===== src/rtl/tile_sequencer.sv =====
// Command-level sequencer: queues matrix commands and issues one tile op per (row, col, k) step.
// Optional performance counters are built when TILE_SEQ_PERF_CNT_EN is defined.
module tile_sequencer #(
  parameter int SYS_ARR_DIM     = 16,
  parameter int MAX_MAT_WH      = 128,
  parameter int ADDR_WIDTH      = 8,
  parameter int CMD_DEPTH       = 4,
  parameter int MAX_OUTSTANDING = 2,
  localparam int TW             = $clog2(MAX_MAT_WH / SYS_ARR_DIM)
) (
  input  logic                  clk,
  input  logic                  reset_n,
  input  logic                  cmd_valid,
  output logic                  cmd_ready,
  input  logic [1:0]            cmd_opcode,
  input  logic [TW-1:0]         cmd_m_tiles,
  input  logic [TW-1:0]         cmd_k_tiles,
  input  logic [TW-1:0]         cmd_n_tiles,
  input  logic [ADDR_WIDTH-1:0] cmd_in_base,
  input  logic [ADDR_WIDTH-1:0] cmd_w_base,
  output logic                  tile_valid,
  input  logic                  tile_ready,
  output logic [TW-1:0]         tile_row,
  output logic [TW-1:0]         tile_col,
  output logic [TW-1:0]         tile_k,
  output logic [ADDR_WIDTH-1:0] tile_in_addr,
  output logic [ADDR_WIDTH-1:0] tile_w_addr,
  output logic                  tile_accum_clear,
  output logic                  tile_relu_en,
  output logic                  tile_last,
  input  logic                  tile_done,
  output logic                  busy,
  output logic                  cmd_done,
  output logic                  err
`ifdef TILE_SEQ_PERF_CNT_EN
  ,
  output logic [31:0]           perf_busy_cycles,
  output logic [31:0]           perf_stall_cycles
`endif
);

  localparam int PW = $clog2(CMD_DEPTH);
  localparam int CW = PW + 1;
  localparam int OW = $clog2(MAX_OUTSTANDING + 1);
  localparam int XW = ADDR_WIDTH + 2 * TW;

  localparam logic [1:0]    OP_MATMUL      = 2'd1;
  localparam logic [1:0]    OP_MATMUL_RELU = 2'd2;
  localparam logic [1:0]    OP_RESERVED    = 2'd3;
  localparam logic [CW-1:0] Q_FULL_COUNT   = CW'(CMD_DEPTH);
  localparam logic [OW-1:0] OUT_LIMIT      = OW'(MAX_OUTSTANDING);
  localparam logic [XW-1:0] DIM_X          = XW'(SYS_ARR_DIM);

  typedef struct packed {
    logic [1:0]            opcode;
    logic [TW-1:0]         m;
    logic [TW-1:0]         k;
    logic [TW-1:0]         n;
    logic [ADDR_WIDTH-1:0] in_base;
    logic [ADDR_WIDTH-1:0] w_base;
  } cmd_t;

  typedef enum logic [1:0] {S_IDLE, S_ISSUE, S_DRAIN, S_FIN} state_t;

  state_t        state, state_next;
  cmd_t          queue_mem [CMD_DEPTH];
  cmd_t          head, incoming, cur;
  logic [PW-1:0] wr_ptr, rd_ptr;
  logic [CW-1:0] q_count;
  logic          q_empty, q_full, push, pop, hs, last_tile, done_ok;
  logic [TW-1:0] row, col, kk;
  logic [OW-1:0] outstanding;
  logic [XW-1:0] in_sum, w_sum;

  assign incoming = '{opcode: cmd_opcode, m: cmd_m_tiles, k: cmd_k_tiles, n: cmd_n_tiles,
                      in_base: cmd_in_base, w_base: cmd_w_base};
  assign head      = queue_mem[rd_ptr];
  assign q_empty   = (q_count == '0);
  assign q_full    = (q_count == Q_FULL_COUNT);
  assign push      = cmd_valid && cmd_ready;
  assign hs        = tile_valid && tile_ready;
  assign last_tile = (row == cur.m) && (col == cur.n) && (kk == cur.k);
  assign done_ok   = tile_done && (outstanding != '0);

  // Command queue
  always_ff @(posedge clk) begin
    if (push) queue_mem[wr_ptr] <= incoming;
  end

  always_ff @(posedge clk or negedge reset_n) begin
    if (!reset_n) begin
      wr_ptr  <= '0;
      rd_ptr  <= '0;
      q_count <= '0;
    end else begin
      if (push) wr_ptr <= wr_ptr + 1'b1;
      if (pop)  rd_ptr <= rd_ptr + 1'b1;
      case ({push, pop})
        2'b10:   q_count <= q_count + 1'b1;
        2'b01:   q_count <= q_count - 1'b1;
        default: q_count <= q_count;
      endcase
    end
  end

  // FSM state register
  always_ff @(posedge clk or negedge reset_n) begin
    if (!reset_n) state <= S_IDLE;
    else          state <= state_next;
  end

  // FSM next state
  always_comb begin
    state_next = state;
    case (state)
      S_IDLE: begin
        if (!q_empty) begin
          if (head.opcode == OP_MATMUL || head.opcode == OP_MATMUL_RELU) state_next = S_ISSUE;
          else                                                          state_next = S_FIN;
        end
      end
      S_ISSUE: if (hs && last_tile)       state_next = S_DRAIN;
      S_DRAIN: if (outstanding == '0)     state_next = S_FIN;
      S_FIN:                              state_next = S_IDLE;
      default:                            state_next = S_IDLE;
    endcase
  end

  // FSM outputs and tile fields
  always_comb begin
    pop              = (state == S_IDLE) && !q_empty;
    cmd_ready        = !q_full || pop;
    tile_valid       = (state == S_ISSUE) && (outstanding < OUT_LIMIT);
    cmd_done         = (state == S_FIN);
    busy             = !q_empty || (state != S_IDLE);
    tile_accum_clear = (state == S_ISSUE) && (kk == '0);
    tile_relu_en     = (state == S_ISSUE) && (kk == cur.k) && (cur.opcode == OP_MATMUL_RELU);
    tile_last        = (state == S_ISSUE) && last_tile;
    tile_row         = row;
    tile_col         = col;
    tile_k           = kk;
    // Widened so the row/k products never overflow before the final wrap to ADDR_WIDTH.
    in_sum = XW'(cur.in_base) + (XW'(row) * (XW'(cur.k) + XW'(1)) + XW'(kk)) * DIM_X;
    w_sum  = XW'(cur.w_base)  + (XW'(kk)  * (XW'(cur.n) + XW'(1)) + XW'(col)) * DIM_X;
    tile_in_addr = ADDR_WIDTH'(in_sum);
    tile_w_addr  = ADDR_WIDTH'(w_sum);
  end

  // Working command, tile walk and outstanding tracking
  always_ff @(posedge clk or negedge reset_n) begin
    if (!reset_n) begin
      cur         <= '0;
      row         <= '0;
      col         <= '0;
      kk          <= '0;
      outstanding <= '0;
      err         <= 1'b0;
    end else begin
      if (pop) begin
        cur <= head;
        row <= '0;
        col <= '0;
        kk  <= '0;
        if (head.opcode == OP_RESERVED) err <= 1'b1;
      end else if (hs) begin
        if (kk != cur.k) begin
          kk <= kk + 1'b1;
        end else begin
          kk <= '0;
          if (col != cur.n) begin
            col <= col + 1'b1;
          end else begin
            col <= '0;
            row <= row + 1'b1;
          end
        end
      end
      case ({hs, done_ok})
        2'b10:   outstanding <= outstanding + 1'b1;
        2'b01:   outstanding <= outstanding - 1'b1;
        default: outstanding <= outstanding;
      endcase
      if (tile_done && outstanding == '0) err <= 1'b1;
    end
  end

`ifdef TILE_SEQ_PERF_CNT_EN
  always_ff @(posedge clk or negedge reset_n) begin
    if (!reset_n) begin
      perf_busy_cycles  <= '0;
      perf_stall_cycles <= '0;
    end else begin
      if (busy && perf_busy_cycles != '1) perf_busy_cycles <= perf_busy_cycles + 1'b1;
      if (tile_valid && !tile_ready && perf_stall_cycles != '1)
        perf_stall_cycles <= perf_stall_cycles + 1'b1;
    end
  end
`endif

endmodule

===== config.mk =====
export PLATFORM = sky130hd
export DESIGN_NAME = tile_sequencer
export DESIGN_NICKNAME = d
export VERILOG_FILES = /design/src/rtl/tile_sequencer.sv
export SDC_FILE = /design/constraint.sdc
export NUM_CORES = 1
export LEC_CHECK = 0
export ABC_AREA = 1
export CORE_ASPECT_RATIO = 1.4
export CORE_UTILIZATION = 34
export CTS_CLUSTER_SIZE = 16
export DETAILED_ROUTE_END_ITERATION = 8
export PLACE_DENSITY_LB_ADDON = 0.12
export SYNTH_ARGS = -nofsm -noshare
export SYNTH_HDL_FRONTEND = slang
export SYNTH_SLANG_ARGS = --single-unit

===== constraint.sdc =====
create_clock -name clk -period 5.15 [get_ports clk]
set_input_delay 1.2875 -clock clk [delete_from_list [all_inputs] [get_ports clk]]
set_output_delay 1.2875 -clock clk [all_outputs]
set_load 0.05 [all_outputs]

==> metrics.md <==
| Metric | Value |
|---|---|
| Status | finished clean |
| Fin cells | 978 |
| Tmin final | 5.11 ns |
| Peak Freq | 0.196 GHz |
| Final worst slack | 0.0397 ns |
| Dpl ws | 0.177 ns |
| CP Launch Type | register |
| Clk sinks | 156 |
| Ports | 65 |
| Commonest non-fill, non-tap cell in the layout | nor2_1 |
| Crit-path max FO | 3 |
| Crit path capture type | primary output |
| Layout cells sized above 1 | 0.114 |
| Largest net degree at the start of global routing | 57 |
| Reg2reg start | state[0]$_DFFE_PN0P_ |
| Final Util | 0.427 |
| Crit share post-route | 0.992 |
| Drt wl/cell | 16.5 µm |
| Worst R2R Setup Slack | 2.44 ns |
| Worst Hold Depth | 1 |
| Slew Viols, Final | 0 |
| FF+latch count, synth | 156 |
| Synth Net Count | 711 |
| Slew HR | 0.438 |
| Via/cell ratio | 4.81 |
| GPL Wtd Cong | 0.800 |
| Chip Height | 173 µm |
| Mean Syn Cell Area | 11.2 µm² |
| Layout area overhead | 23.4% |
| DR DRC count | 0 |
| Fill cells | 1938 |
| Vias in the first global route | 4885 |
| Clk_lat worst skew | 0.42 ns |
| Commonest non-fill, non-tap cells in the layout | nor2_1, edfxtp_1, o21ai_0, nand2_1, clkdlybuf4s50_1 |
| Num CTS Buffers | 17 |
| Top delay family on crit path | adder cells |
| I/O Buffers | 64 |
| Tot GR Track Use | 0.159 |
| Max-cap viol count | 0 |
| WP buf/inv | 3 |
| Ys flop type | edfxtp_1 |
| Critical R2R Capture | q_count[2]$_DFFE_PN0P_ |
| First-pass GRT wire length | 26100 µm |
| Worst Clk Skew | 0.0114 ns |
| Setup Crit Path Kind | register to primary output |
| CTS tree | done |
| H-tree depth | 4 |
| Worst-margin pin slew | 0.840 ns |
| Register area share after synthesis | 0.624 |
| Setup violators final | 0 |
| Crit-path max cell delay | 0.59 ns |
| Clock transition at path regs | 0.07 ns |
| Synth Instances | 638 |
| CP Cell Sequence | ha_4, nand2_1, fa_1, inv_2, fa_1, fa_1, ha_4, a21oi_2, nand2_1, xor2_1, inv_1, nand2_2, nand2_2, buf_12 |
| HPWL after DPL | 9930 µm |
| Antenna cells | 0 |
| Number of enable flip-flop cells after synthesis | 108 |
| Hold Slack | 0.486 ns |
| Die width | 124 µm |
| Min-delay worst type | register to register |
| Synth cell types | 30 |
| Core Area | 0.0206 mm² |
| Mapped Area | 0.00712 mm² |
| Final Hold Fails | 0 |
| Die ar. | 0.0215 mm² |
| Worst Reg-to-Reg Cells | 10 |
| Hold Path End | err$_DFFE_PN0P_ |
| Placed cells | 940 |
| Antenna Nets Post-Route | 0 |
| Hold_sp | err$_DFFE_PN0P_ |
| Vias | 4704 |
| Total gr overflow | 0 |
| Most repeated library cell on the critical path | fa_1 |
| Post-Route WL | 16200 µm |
| Layout Nets | 782 |
| Critical path arrival | 3.82 ns |
| Rows | 62 |
| Async set-reset flop share out of synthesis | 0.308 |
| Starting Density | 0.346 |
| Initial DRC count | 228 |
| Hold-fix buffers, CTS | 0 |
| CTS max path bufs | 2 |
| Ys Warns | 0 |
| Worst EP required | 3.86 ns |
| Initial DRT Pass Iterations | 4 |
| RSZ-0062 raised after global routing | true |
| Critical-path top delay cell | fa_1 |
| Initial antenna violation count | 0 |
| Clock root buffer | clkbuf_16 |
==> routing by layer <==
layer / GRT usage / wire length, µm / vias to the layer above
li1: - / - / 2306
met1: 0.186 / 6960 / 2305
met2: 0.289 / 8470 / 75
met3: 0.0328 / 494 / 18
met4: 0.0507 / 246 / 0
met5: 0 / 0 / -
==> flip-flops by register name (all words and copies together), names as in the netlist <==
name         count
rd_ptr           2
wr_ptr           2
tile_col         3
queue_mem      108
tile_k           3
cur             27
q_count          3
outstanding      2
state            2
tile_row         3
err              1
==> timing repair <==
| action | CTS | global route |
|---|---|---|
| pin swaps | 8 | 7 |
| buffers inserted | 4 | 2 |
| endpoints found under the setup margin | 2 | 2 |
| gates resized for setup | 12 | 7 |
==> logic make-up after synthesis <==
| group | after synthesis | share of synthesized area |
|---|---|---|
| buf+inv | 80 | 0.0492 |
| flops | 156 | 0.624 |
| fa+ha+maj | 41 | 0.0816 |
| xor+xnor | 27 | 0.0332 |
| compound gates | 111 | 0.0853 |
| simple gates | 223 | 0.126 |
==> Yosys cell counts (all sizes together), types with 2 or more instances <==
| master | count | area [µm²] |
|---|---|---|
| a21oi | 7 | 46.3 |
| clkinv | 2 | 7.51 |
| edfxtp | 108 | 3240 |
| fa | 9 | 180 |
| nand3 | 19 | 95.1 |
| dfrtp | 48 | 1200 |
| nor4 | 2 | 12.5 |
| nand2 | 63 | 241 |
| xnor2 | 14 | 123 |
| o21ai | 75 | 375 |
| inv | 48 | 180 |
| xor2 | 13 | 114 |
| clkbuf | 10 | 37.5 |
| buf | 20 | 125 |
| o22ai | 8 | 50.1 |
| nor2 | 135 | 524 |
| a31oi | 20 | 125 |
| ha | 32 | 400 |
| or2 | 2 | 12.5 |
==> worst register-to-register path, cell delays in order, from the launching register on <==
cell,delay (ns)
dfrtp_1,0.42
inv_1,0.13
ha_1,0.17
inv_1,0.07
a21oi_4,0.64
ha_1,0.27
inv_1,0.07
fa_1,0.38
a21oi_1,0.16
o21ai_0,0.12
xor2_1,0.15
==> cell type report <==
type / count / area [µm²] / area share
flip-flops and latches: 156 / 4450 / 0.506
multi-input cells: 402 / 2420 / 0.275
repair buffers: 82 / 811 / 0.0923
clock buffers: 18 / 429 / 0.0489
well taps: 256 / 320 / 0.0365
inverters: 50 / 188 / 0.0214
clock inverters: 14 / 169 / 0.0192
==> worst max-delay path by stage <==
stage                               start              end  cells after the start
floorplan           tile_k[2]$_DFFE_PN0P_   tile_w_addr[7]                     14
global route          cur[19]$_DFFE_PN0N_  tile_in_addr[7]                     14
CTS                   cur[19]$_DFFE_PN0N_  tile_in_addr[7]                     15
global placement      cur[16]$_DFFE_PN0N_   tile_w_addr[7]                     17
finish                cur[19]$_DFFE_PN0N_  tile_in_addr[7]                     14
detailed placement    cur[16]$_DFFE_PN0N_   tile_w_addr[7]                     17
==> through the flow <==
| step | area (µm²) | setup TNS (ns) |
|---|---|---|
| global placement | 8050 | 0 |
| CTS | 8740 | 0 |
| floorplan | 7120 | 0 |
| finish | 8780 | 0 |
| global route | 8780 | -0.334 |
| detailed placement | 8050 | 0 |
Power is left out: the tool's default activity adds up to more than one toggle a clock period on the data nets, which glitch-free logic cannot reach.
